===== config.mk =====
export PLATFORM = sky130hd
export DESIGN_NAME = trace_unload
export DESIGN_NICKNAME = d
export VERILOG_FILES = /design/src/rtl/trace_unload.sv
export SDC_FILE = /design/constraint.sdc
export NUM_CORES = 1
export LEC_CHECK = 0
export BUFFER_PORTS_ARGS = -buffer_cell sky130_fd_sc_hd__buf_2
export CELL_PAD_IN_SITES_DETAIL_PLACEMENT = 0
export CELL_PAD_IN_SITES_GLOBAL_PLACEMENT = 1
export CORE_MARGIN = 4
export CORE_UTILIZATION = 41
export DETAILED_ROUTE_END_ITERATION = 6
export PLACE_DENSITY = 0.89
export RECOVER_POWER = 100
export SYNTH_ARGS = -nofsm -noshare
export SYNTH_HDL_FRONTEND = slang
export SYNTH_SLANG_ARGS = --single-unit

===== constraint.sdc =====
create_clock -name clk -period 2.8 [get_ports clk]
set_clock_uncertainty 0.15 [all_clocks]
set_input_delay 0.28 -clock clk [delete_from_list [all_inputs] [get_ports clk]]
set_output_delay 0.28 -clock clk [all_outputs]
set_load 0.005 [all_outputs]

===== src/rtl/trace_unload.sv =====
// trace_unload: reads words from a trace buffer and shifts them out serially, LSB first.
// Configuration macro: TRACE_UNLOAD_PARITY_EN appends one even-parity bit after each word.
module trace_unload #(
    parameter int Fpay = 32,
    parameter int AW   = 9
) (
    input  logic            clk,
    input  logic            reset,
    input  logic            start,
    input  logic [AW:0]     count,
    output logic            tb_rd,
    input  logic [Fpay-1:0] tb_dout,
    input  logic            shift_en,
    output logic            tdo,
    output logic            tdo_valid,
    output logic            busy,
    output logic            done,
    output logic [AW:0]     words_left
);

`ifdef TRACE_UNLOAD_PARITY_EN
    localparam int NBITS = Fpay + 1;
`else
    localparam int NBITS = Fpay;
`endif
    // Counter must represent NBITS without wrapping inside a word.
    localparam int CW = $clog2(Fpay + 2);
    localparam logic [CW-1:0] LAST_BIT = CW'(NBITS - 1);
    localparam logic [AW:0]   WORDS_ZERO = {(AW+1){1'b0}};
    localparam logic [AW:0]   WORDS_ONE  = {{AW{1'b0}}, 1'b1};

    typedef enum logic [2:0] {
        IDLE  = 3'd0,
        READ  = 3'd1,
        WAIT  = 3'd2,
        LOAD  = 3'd3,
        SHIFT = 3'd4,
        DONE  = 3'd5
    } state_t;

`ifdef TRACE_UNLOAD_PARITY_EN
    function automatic logic parity_even(input logic [Fpay-1:0] data);
        return ^data;
    endfunction
`endif

    // Shift-register image of one buffer word (data, plus parity when enabled).
    function automatic logic [NBITS-1:0] load_word(input logic [Fpay-1:0] data);
`ifdef TRACE_UNLOAD_PARITY_EN
        return {parity_even(data), data};
`else
        return data;
`endif
    endfunction

    state_t            state_r, state_s;
    logic [NBITS-1:0]  shreg_r, shreg_s;
    logic [CW-1:0]     bcnt_r, bcnt_s;
    logic [AW:0]       words_r, words_s;
    logic              tb_rd_r, tdo_r, tdo_valid_r, busy_r, done_r;

    // Next-state and datapath update for the unload sequencer.
    always_comb begin
        state_s = state_r;
        shreg_s = shreg_r;
        bcnt_s  = bcnt_r;
        words_s = words_r;
        case (state_r)
            IDLE: begin
                if (start) begin
                    words_s = count;
                    if (count == WORDS_ZERO) begin
                        state_s = DONE;
                    end else begin
                        state_s = READ;
                    end
                end else begin
                    state_s = IDLE;
                end
            end
            READ: state_s = WAIT;
            WAIT: state_s = LOAD;
            LOAD: begin
                shreg_s = load_word(tb_dout);
                bcnt_s  = {CW{1'b0}};
                if (words_r != WORDS_ZERO) begin
                    words_s = words_r - WORDS_ONE;
                end else begin
                    words_s = words_r;
                end
                state_s = SHIFT;
            end
            SHIFT: begin
                if (shift_en) begin
                    shreg_s = shreg_r >> 1;
                    bcnt_s  = bcnt_r + {{(CW-1){1'b0}}, 1'b1};
                    if (bcnt_r == LAST_BIT) begin
                        if (words_r != WORDS_ZERO) begin
                            state_s = READ;
                        end else begin
                            state_s = DONE;
                        end
                    end else begin
                        state_s = SHIFT;
                    end
                end else begin
                    state_s = SHIFT;
                end
            end
            DONE:    state_s = IDLE;
            default: state_s = IDLE;
        endcase
    end

    // State, datapath and registered outputs decoded from the upcoming state.
    always_ff @(posedge clk or negedge reset) begin
        if (!reset) begin
            state_r     <= IDLE;
            shreg_r     <= {NBITS{1'b0}};
            bcnt_r      <= {CW{1'b0}};
            words_r     <= WORDS_ZERO;
            tb_rd_r     <= 1'b0;
            tdo_r       <= 1'b0;
            tdo_valid_r <= 1'b0;
            busy_r      <= 1'b0;
            done_r      <= 1'b0;
        end else begin
            state_r     <= state_s;
            shreg_r     <= shreg_s;
            bcnt_r      <= bcnt_s;
            words_r     <= words_s;
            tb_rd_r     <= (state_s == READ);
            tdo_r       <= (state_s == SHIFT) ? shreg_s[0] : 1'b0;
            tdo_valid_r <= (state_s == SHIFT);
            busy_r      <= (state_s == READ) || (state_s == WAIT) ||
                           (state_s == LOAD) || (state_s == SHIFT);
            done_r      <= (state_s == DONE);
        end
    end

    assign tb_rd      = tb_rd_r;
    assign tdo        = tdo_r;
    assign tdo_valid  = tdo_valid_r;
    assign busy       = busy_r;
    assign done       = done_r;
    assign words_left = words_r;

endmodule


After elaboration in Yosys (flattened, before gate mapping):

Index checks and enable logic that the tools add are counted.

* add/sub/neg operators: 2
* eq/ne operators: 13
* muxes and demuxes: 14
* reduce and logical (&&, ||, !) cells: 10

Operators by type and width (number)
* case mux 32 bit (2 select lines): 1
* 2-to-1 mux 32 bit: 1
* 2-to-1 mux 10 bit: 2
* case mux 10 bit (2 select lines): 1
* 2-to-1 mux 3 bit: 5
* case mux 3 bit (5 select lines): 1
* equality test 3 x 2 -> 1 bit (second input constant): 4
* case mux 6 bit (2 select lines): 1
* zero test 10 bit: 1
* nonzero test 10 bit: 1
* subtractor 10 x 1 -> 10 bit (second input constant): 1
* equality test 3 bit (second input constant): 3
* adder 6 x 1 -> 6 bit (second input constant): 1
* equality test 3 x 1 -> 1 bit (second input constant): 2
* equality test 6 x 5 -> 1 bit (second input constant): 1
* 2-to-1 mux 6 bit: 1
* != test 2 bit (second input constant): 3
* nonzero test 2 bit: 2
* zero test 3 bit: 1
* logical OR 1 bit: 3
* AND reduction 3 bit: 1
* AND reduction 2 bit: 1
* 2-to-1 mux 1 bit: 1

* flip-flop bits (word level): 56
* input port bits: 46
* output and inout port bits: 15
* word-level logic and storage cells: 49

Longest topological paths before layout:

Gate-level depths: netlist of the first run.

* depth after elaboration: 9
* depth in mapped cells: 7
* gate-level depth less buffers: 6

Least setup slack after synthesis of the first run:

No wires, ideal clock.

* kind: register -> register
* start: register words_r[6], in the netlist words_left[6]
* end: register words_r[1], in the netlist words_left[1]
* library setup time: 0.125 ns
* data arrival time: 1.877 ns
* data required time: 2.525 ns
* slack: 0.647 ns
* stages on the path, launching flop included: 5
* clock period less this slack: 2.153 ns
* cells stage by stage: dfrtp_1 -> or4_4 -> o41ai_4 -> and2_4 -> mux2_4

* word-level cells in the longest chain between the ends: 3

RTL lines
* from (decl): RTL line 59 `logic [AW:0] words_r, words_s;`
* from (signal assigned): RTL line 131 `words_r <= words_s;`
* nonzero test 10 bit: RTL line 86 `if (words_r != WORDS_ZERO) begin`
* != test 2 bit (no line)
* AND reduction 3 bit (no line)

Every way passes these cells.
A chain may end at the register's enable or synchronous reset.

Worst setup path after layout of the first run:

Ends and elaborated chain as after synthesis.

==> out/results.ini, run 1 <==
[synth]
syn_avg_cell_area_um2=9.849
synth_top_cell_by_area=dfrtp_1
seq_area_frac_synth_pct=52.31
syn_nets=321
synth-warning-count=0
synth_top_area_share_pct=52.31
synth_enable_flop_cells=0
synth_area_um2=2679
ys.flop_type=dfrtp_1
ys_seq_elements=56
yosysMostFrequentCell=nand2_1
synth_common_cells=65 x nand2_1, 56 x dfrtp_1, 33 x a22oi_1
syn_inst=272
synthArstFlopShare_pct=100.0
ys_top_cells_by_area=dfrtp_1 52%, a22oi_1 9.2%, nand2_1 9.1%, a21oi_1 1.7%, clkbuf_1 1.7%
synth_cell_types=49

[place]
dp.cells=397
gp_routability_congestion=0.8672
io_buffers=60
place_ws_ns=0.5028
dp_hpwl_mm=4.271

[power_and_ir_drop]
power_density_nw_per_um2=954.2
leakage_nw=1.557
vdd_drop_max_uv=377.7
power_mw=2.986

[clocking]
cts_resized=0
clk_pin_slew_ns=0.10
cts_tree=built
postCtsSetupRepairBufs=0
cts.sinks=56
worstSkewPairLatency_ns=0.31
cts_root_buf=clkbuf_8
hold_buffers=1
cts_made_buffers=5
htreeDepth=2
cts_buffer_depth=2

[timing]
fin_crit_sh_pct=90.46
tightestPinTransition_ns=1.370
period_minus_slack_ns=2.533
hold_viol=0
final.setup.tns_ns=0
rsz0062_at_grt=false
slew_headroom_pct=8.661
slew_viol_final=0
worst_slack_ns=0.2671
setup_viol=0
fmax_mhz=394.8
whs_ns=0.02623

[cells_and_area]
stdcell_count=406
insertedDiodeCount=0
layout-drive-gt1-share_pct=24.01
syn2layout_area_growth_pct=16.81
nFillCells=621
fin_nets=377

[die]
initial_core_util_pct=42.19
die_area_um2=7891
core_area_um2=6350
die_w_um=88.83
boundaryPins=61
fp.dieH_um=88.83
num_rows=29

[worst_setup_path]
worst-path-buf-inv=0
crit_fanout=6
crit_family=simple AND/OR/NAND/NOR gates
cp_cell_sequence=or4_1 > o41ai_4 > and2_0 > mux2_4
cpPeakStageDelay_ns=0.65
slowest_stage=or4_1
cp_data_required_time_ns=2.85
crit_path_end_kind=flip-flop
crit_type=flip-flop to flip-flop
startpoint_type=flip-flop
arrival_ns=2.58

[route]
first_pass_iters=4
wl_per_cell_um=15.07
wl_mm=6.120
ant_nets=0
route.detailed.drc=0
drt_iter0_drc=70
route.detailed.vias_per_inst=5.441
vias=2209

[hold_path]
hold_path.class=primary input to flip-flop

[global_routing]
grt_pass1_wl_mm=10.16
antenna_found_initial=0
grt_usage_pct=16.41
grt_pass1_vias=2141
overflow=0
grt_max_degree=57

[job]
max-cap-violations=0

[status]
run_status=completed

power breakdown:
group	switching (mW)	internal [mW]
Sequential	0.302	1.15
Clock	0.269	0.178
Combinational	0.607	0.483
final cells by class:
type	instances	area [um^2]	share of cell area, %
clock buffers	5	68.82	2.199
repair buffers	66	335.3	10.72
multi-input cells	193	1184	37.83
inverters	6	22.52	0.7197
well taps	77	96.34	3.079
clock inverters	3	21.27	0.6797
flip-flops and latches	56	1401	44.78
state kept, by name, summed over array words and instances (netlist names):
| signal | cells |
|---|---|
| shreg_r | 32 |
| words_left | 10 |
| bcnt_r | 6 |
| state_r | 3 |
| busy | 1 |
| done | 1 |
| tb_rd | 1 |
| tdo | 1 |
| tdo_valid | 1 |
per-layer routing:
metal	vias up	global-route usage [%]	part of all wire [%]	routed length [um]
li1	1090	-	-	-
met1	1059	23.18	47	2879
met2	55	25.71	47	2899
met3	5	2.980	4.6	284
met4	0	4.945	0.93	57
met5	-	0	0	0
worst min-delay path: stages:
cell and delay [ns]:
buf_2 0.07, a22oi_1 0.05, nand2_1 0.05
cells by family (layout without fill, tap and decap cells):
| logic type | count (synthesis) | count (layout) | synth area share (%) |
|---|---|---|---|
| simple gates | 114 | 114 | 20.50 |
| mux | 4 | 4 | 1.728 |
| compound gates | 66 | 66 | 18.73 |
| flops | 56 | 56 | 52.31 |
| xor+xnor | 6 | 6 | 1.962 |
| fa+ha+maj | 3 | 3 | 1.401 |
| buf+inv | 23 | 80 | 3.363 |
through the flow:
stage / area (um^2) / util [%]
after CTS: 3148 / 49.58
after global routing: 3129 / 49.28
after global placement: 3048 / 48.00
final: 3129 / 49.28
after detailed placement: 3048 / 48.00
after floorplan: 2679 / -
placed cells by master, fill, tap and decap left out, drive strengths merged, types with 2 or more instances in the layout:
master / count
or3: 3
dfrtp: 56
a22o: 3
nand2: 65
and3: 2
ha: 3
mux2: 2
clkbuf: 12
o31ai: 2
o21a: 2
o221a: 2
and2: 2
or4b: 2
nand4: 3
nor4: 6
nor3: 5
xnor2: 2
nor2: 12
a21oi: 9
inv: 7
a22oi: 33
xor2: 4
mux2i: 2
buf: 58
nand3: 4
nor2b: 2
o21ai: 5
worst paths after layout:
| kind | slack, ns | end | start | depth (start not counted) |
|---|---|---|---|---|
| setup reg to reg | 0.27 | words_left[1] | words_left[6] | 4 |
| hold reg to reg | 0.34 | shreg_r[11] | shreg_r[11] | 2 |
| setup / recovery | 0.27 | words_left[1] | words_left[6] | 4 |
| hold / removal | 0.03 | shreg_r[12] | tb_dout[12] | 3 |
| min in group asynchronous | 0.74 | shreg_r[29] | reset | 3 |
| max in group asynchronous | 0.93 | state_r[2] | reset | 3 |
Power figures use the tool's default switching activity.
==> inputs of run 2 (changes only) <==
--- a/config.mk
+++ b/config.mk
@@ -9,10 +9,9 @@
 export CELL_PAD_IN_SITES_DETAIL_PLACEMENT = 0
 export CELL_PAD_IN_SITES_GLOBAL_PLACEMENT = 1
 export CORE_MARGIN = 4
-export CORE_UTILIZATION = 41
+export CORE_UTILIZATION = 35
 export DETAILED_ROUTE_END_ITERATION = 6
-export PLACE_DENSITY = 0.89
-export RECOVER_POWER = 100
+export PLACE_DENSITY = 0.8
 export SYNTH_ARGS = -nofsm -noshare
 export SYNTH_HDL_FRONTEND = slang
 export SYNTH_SLANG_ARGS = --single-unit
==> out/results.ini, run 2 (synthesis results as in run 1) <==
[route]
ant_nets=0
first_pass_iters=5
route.detailed.vias_per_inst=5.184
vias=2229
wl_mm=6.197
route.detailed.drc=0
drt_iter0_drc=181
wl_per_cell_um=14.41

[timing]
hold_viol=0
rsz0062_at_grt=false
fmax_mhz=432.6
period_minus_slack_ns=2.312
whs_ns=0.01121
tightestPinTransition_ns=0.6842
fin_crit_sh_pct=82.56
slew_viol_final=0
setup_viol=0
final.setup.tns_ns=0
slew_headroom_pct=54.27

[global_routing]
antenna_found_initial=0
grt_max_degree=29
grt_pass1_vias=2203
grt_usage_pct=14.57
overflow=0
grt_pass1_wl_mm=10.45

[die]
boundaryPins=61
core_area_um2=7331
die_w_um=95.49
num_rows=31
fp.dieH_um=95.49
die_area_um2=9117
initial_core_util_pct=36.54

[cells_and_area]
insertedDiodeCount=0
mostFrequentLayoutCells=65 x nand2_1, 60 x buf_2, 56 x dfrtp_1
nFillCells=731
fin_nets=379
max_flop_register=shreg_r
final_common_cell=nand2_1
layout-drive-gt1-share_pct=26.59
syn2layout_area_growth_pct=19.20
largest_reg_flops=32

[worst_setup_path]
slowest_stage=or4_4
startpoint_type=flip-flop
cp_cell_sequence=or4_4 > o41ai_4 > and2_4 > mux2_4
crit_family=simple AND/OR/NAND/NOR gates
worst-path-buf-inv=0
crit_path_end_kind=flip-flop
crit_type=flip-flop to flip-flop
cp_data_required_time_ns=2.86
arrival_ns=2.37
crit_fanout=6
cpPeakStageDelay_ns=0.60

[clocking]
worstSkewPairLatency_ns=0.32
cts_made_buffers=5
cts_resized=0
postCtsSetupRepairBufs=0
cts_root_buf=clkbuf_8
cts_tree=built
htreeDepth=2
clk_pin_slew_ns=0.11
cts_buffer_depth=2
hold_buffers=1
cts.sinks=56

[place]
io_buffers=60
dp_hpwl_mm=4.443
gp_routability_congestion=0.8380

[power_and_ir_drop]
vdd_drop_max_uv=367.2
leakage_nw=1.587
power_density_nw_per_um2=947.5

[status]
run_status=completed

[job]
max-cap-violations=0

[hold_path]
hold_path.class=primary input to flip-flop

## run 2: cell types whose count changed in the layout (fill, tap and decap cells not counted), sizes merged
| cell | change |
|---|---|
| clkinvlp | -1 |
| clkbuf | -7 |
| buf | +9 |
| clkinv | +1 |
## run 2: path summary, 6_finish.rpt
check                               from             to  slack (ns)  depth (start not counted)
setup / recovery           words_left[6]  words_left[1]        0.49                          4
hold / removal               tb_dout[11]    shreg_r[11]        0.01                          3
setup reg to reg           words_left[6]  words_left[1]        0.49                          4
hold reg to reg              shreg_r[30]    shreg_r[30]        0.33                          2
max in group asynchronous          reset    shreg_r[21]        1.45                          3
min in group asynchronous          reset     shreg_r[5]        0.36                          2
## run 2: stage by stage
step	total power [mW]	area [um^2]	setup WS, ns	cells	utilization (%)
2_1_floorplan	2.208	2679	0.6474	272	-
3_3_place_gp	2.566	3092	0.5941	421	42.17
3_5_place_dp	2.591	3092	0.5166	421	42.17
4_1_cts	3.058	3193	0.4957	430	43.56
5_1_grt	3.299	3193	0.4136	430	43.56
6_report	3.026	3193	0.4883	430	43.56
## run 2: cell type report
| type | count | area [um^2] | share of cell area (%) |
|---|---|---|---|
| Clock inverter | 3 | 22.52 | 0.7053 |
| Inverter | 6 | 22.52 | 0.7053 |
| Multi-Input combinational cell | 193 | 1191 | 37.30 |
| Tap cell | 99 | 123.9 | 3.879 |
| Sequential cell | 56 | 1401 | 43.89 |
| Clock buffer | 5 | 68.82 | 2.155 |
| Timing Repair Buffer | 68 | 362.8 | 11.36 |
## run 2: routing by layer
metal	vias to the layer above	part of all wire [%]	global-route usage (%)
li1	1100	-	-
met1	1067	48	20.20
met2	56	46	23.09
met3	6	5.6	2.999
met4	0	1.2	4.147
met5	-	0	0
## run 2: power breakdown
part           leakage (nW)  switching (mW)  total [mW]  internal (mW)
Sequential            0.703           0.296        1.44           1.15
Combinational         0.836           0.613        1.13          0.513
Clock                0.0485           0.276       0.456          0.180
Total                  1.59            1.19        3.03           1.84
## run 2: worst min-delay path: cells and delay by family
family                 cells  cell delay, ns
AND/OR/NAND/NOR            1            0.05
buffers and inverters      1            0.07
AO/OA/AOI/OAI              1            0.05
==> inputs of run 3 (changes only) <==
--- a/config.mk
+++ b/config.mk
@@ -5,13 +5,14 @@
 export SDC_FILE = /design/constraint.sdc
 export NUM_CORES = 1
 export LEC_CHECK = 0
+export ABC_AREA = 1
 export BUFFER_PORTS_ARGS = -buffer_cell sky130_fd_sc_hd__buf_2
 export CELL_PAD_IN_SITES_DETAIL_PLACEMENT = 0
 export CELL_PAD_IN_SITES_GLOBAL_PLACEMENT = 1
 export CORE_MARGIN = 4
 export CORE_UTILIZATION = 35
 export DETAILED_ROUTE_END_ITERATION = 6
-export PLACE_DENSITY = 0.8
+export PLACE_DENSITY = 0.81
 export SYNTH_ARGS = -nofsm -noshare
 export SYNTH_HDL_FRONTEND = slang
 export SYNTH_SLANG_ARGS = --single-unit
==> constraint.sdc (replaced) <==
create_clock -name clk -period 2.4 [get_ports clk]
set_clock_uncertainty 0.15 [all_clocks]
set_input_delay 0.24 -clock clk [delete_from_list [all_inputs] [get_ports clk]]
set_output_delay 0.24 -clock clk [all_outputs]
set_load 0.005 [all_outputs]
==> out/results.ini, run 3 <==
[status]
run_status=complete, but fails checks
violations=hold timing

[global_routing]
antenna_found_initial=0
overflow=0
grt_usage_pct=14.26
grt_max_degree=36
grt_pass1_vias=2519
grt_pass1_wl_mm=11.61

[cells_and_area]
fin_nets=489
max_flop_register=shreg_r
final_common_cell=nand2_1
syn2layout_area_growth_pct=26.67
layout-drive-gt1-share_pct=19.73
seq_area_um2=1401
nFillCells=823
mostFrequentLayoutCells=101 x nand2_1, 60 x buf_2, 57 x inv_1
multi_input_area_um2=1167
insertedDiodeCount=0
largest_reg_flops=32

[die]
core_area_um2=7848
num_rows=32
boundaryPins=61
initial_core_util_pct=36.46
die_area_um2=9687
fp.dieH_um=98.42
die_w_um=98.42

[worst_setup_path]
crit_path_end_kind=flip-flop
arrival_ns=2.03
cp_data_required_time_ns=2.44
crit_type=flip-flop to flip-flop
startpoint_type=flip-flop
crit_fanout=35

[synth]
synth_top_area_share_pct=48.97
synth-warning-count=0
syn_nets=404
seq_area_frac_synth_pct=48.97
syn_avg_cell_area_um2=8.061
synth_cell_types=25
synthArstFlopShare_pct=100.0
synth_enable_flop_cells=0
ys_seq_elements=56
synth_common_cells=101 x nand2_1, 57 x inv_1, 56 x dfrtp_1
ys.flop_type=dfrtp_1
ys_top_cells_by_area=dfrtp_1 49%, nand2_1 13%, o221ai_1 8.3%, inv_1 7.5%, nor2_1 3.8%
yosysMostFrequentCell=nand2_1
syn_inst=355
synth_area_um2=2861
synth_top_cell_by_area=dfrtp_1

[place]
io_buffers=60
gp_routability_congestion=0.8571
dp_hpwl_mm=4.770

[route]
first_pass_iters=4
ant_nets=0
drt_iter0_drc=109
vias=2579
route.detailed.vias_per_inst=4.750
route.detailed.drc=0
wl_mm=6.646
wl_per_cell_um=12.24

[timing]
hold_viol=1
slew_viol_final=0
period_minus_slack_ns=1.987
setup_viol=0
rsz0062_at_grt=false
fin_crit_sh_pct=82.80
final.setup.tns_ns=0
slew_headroom_pct=56.61
fmax_mhz=503.2
tightestPinTransition_ns=0.6509
whs_ns=-0.0007843

[clocking]
cts_resized=0
worstSkewPairLatency_ns=0.32
cts_tree=built
htreeDepth=2
postCtsSetupRepairBufs=0
cts_root_buf=clkbuf_8
cts_made_buffers=5
cts_buffer_depth=2
cts.sinks=56
hold_buffers=27
clk_pin_slew_ns=0.10

[hold_path]
hold_path.class=primary input to flip-flop

[power_and_ir_drop]
leakage_nw=1.813
combPwrFrac_pct=43.7
power_density_nw_per_um2=1019
vdd_drop_max_uv=522.4
p_clk_share_pct=15.3
p_sw_mw=1.540
p_sw_share_pct=41.70
p_int_mw=2.153
seqPwrFrac_pct=41.1

[job]
max-cap-violations=0

## run 3: routing by layer
metal | GRT usage, % | part of all wire [%] | vias to the layer above
li1 | - | - | 1320
met1 | 19.24 | 48 | 1197
met2 | 23.71 | 47 | 58
met3 | 3.043 | 4.6 | 4
met4 | 3.046 | 0.39 | 0
met5 | 0 | 0 | -
## run 3: final timing paths
path,startpoint,end,slack [ns],cells past startpoint
max,state_r[2],shreg_r[25],0.41,7
min in group asynchronous,reset,words_left[5],0.32,2
min,tb_dout[22],shreg_r[22],-0.0008,3
max reg2reg,state_r[2],shreg_r[25],0.41,7
min reg2reg,shreg_r[25],shreg_r[25],0.37,2
max in group asynchronous,reset,shreg_r[25],1.09,3
## run 3: kinds of logic after synthesis
group	count (synthesis)	synth area share, %
AO/OA/AOI/OAI	57	14.39
adder cells (fa/ha/maj)	3	1.312
buffers and inverters	73	10.41
flip-flops	56	48.97
AND/OR/NAND/NOR	166	24.92
## run 3: power by group through the flow
stage               Combinational, mW  Sequential [mW]  Clock (mW)
floorplan                        1.19             1.51           0
global placement                 1.56             1.53           0
detailed placement               1.59             1.54           0
CTS                              1.63             1.52       0.587
global route                     1.86             1.56       0.623
finish                           1.61             1.52       0.564
## run 3: cell type report
cell class | instances | share of cell area, %
well taps | 102 | 3.521
inverters | 60 | 6.213
clock buffers | 5 | 1.899
clock inverters | 3 | 0.9320
flip-flops and latches | 56 | 38.66
multi-input cells | 226 | 32.21
repair buffers | 91 | 16.57
## run 3: critical path, stage by stage (launching register included)
cell and delay, ns:
dfrtp_1 0.48, inv_2 0.12, nor2_8 0.18, nand2_4 0.24
nand2_4 0.39, inv_1 0.15, nand2_1 0.08, o211ai_1 0.08
## run 3: metrics by stage
stage | area [um^2] | power, mW | setup WS [ns] | std cells | utilization (%)
final | 3625 | 3.692 | 0.4129 | 543 | 46.19
after global routing | 3625 | 4.052 | 0.1878 | 543 | 46.19
after CTS | 3625 | 3.737 | 0.4116 | 543 | 46.19
after detailed placement | 3252 | 3.129 | 0.4191 | 508 | 41.44
after global placement | 3252 | 3.088 | 0.4806 | 508 | 41.44
after floorplan | 2861 | 2.698 | 0.7550 | 355 | -
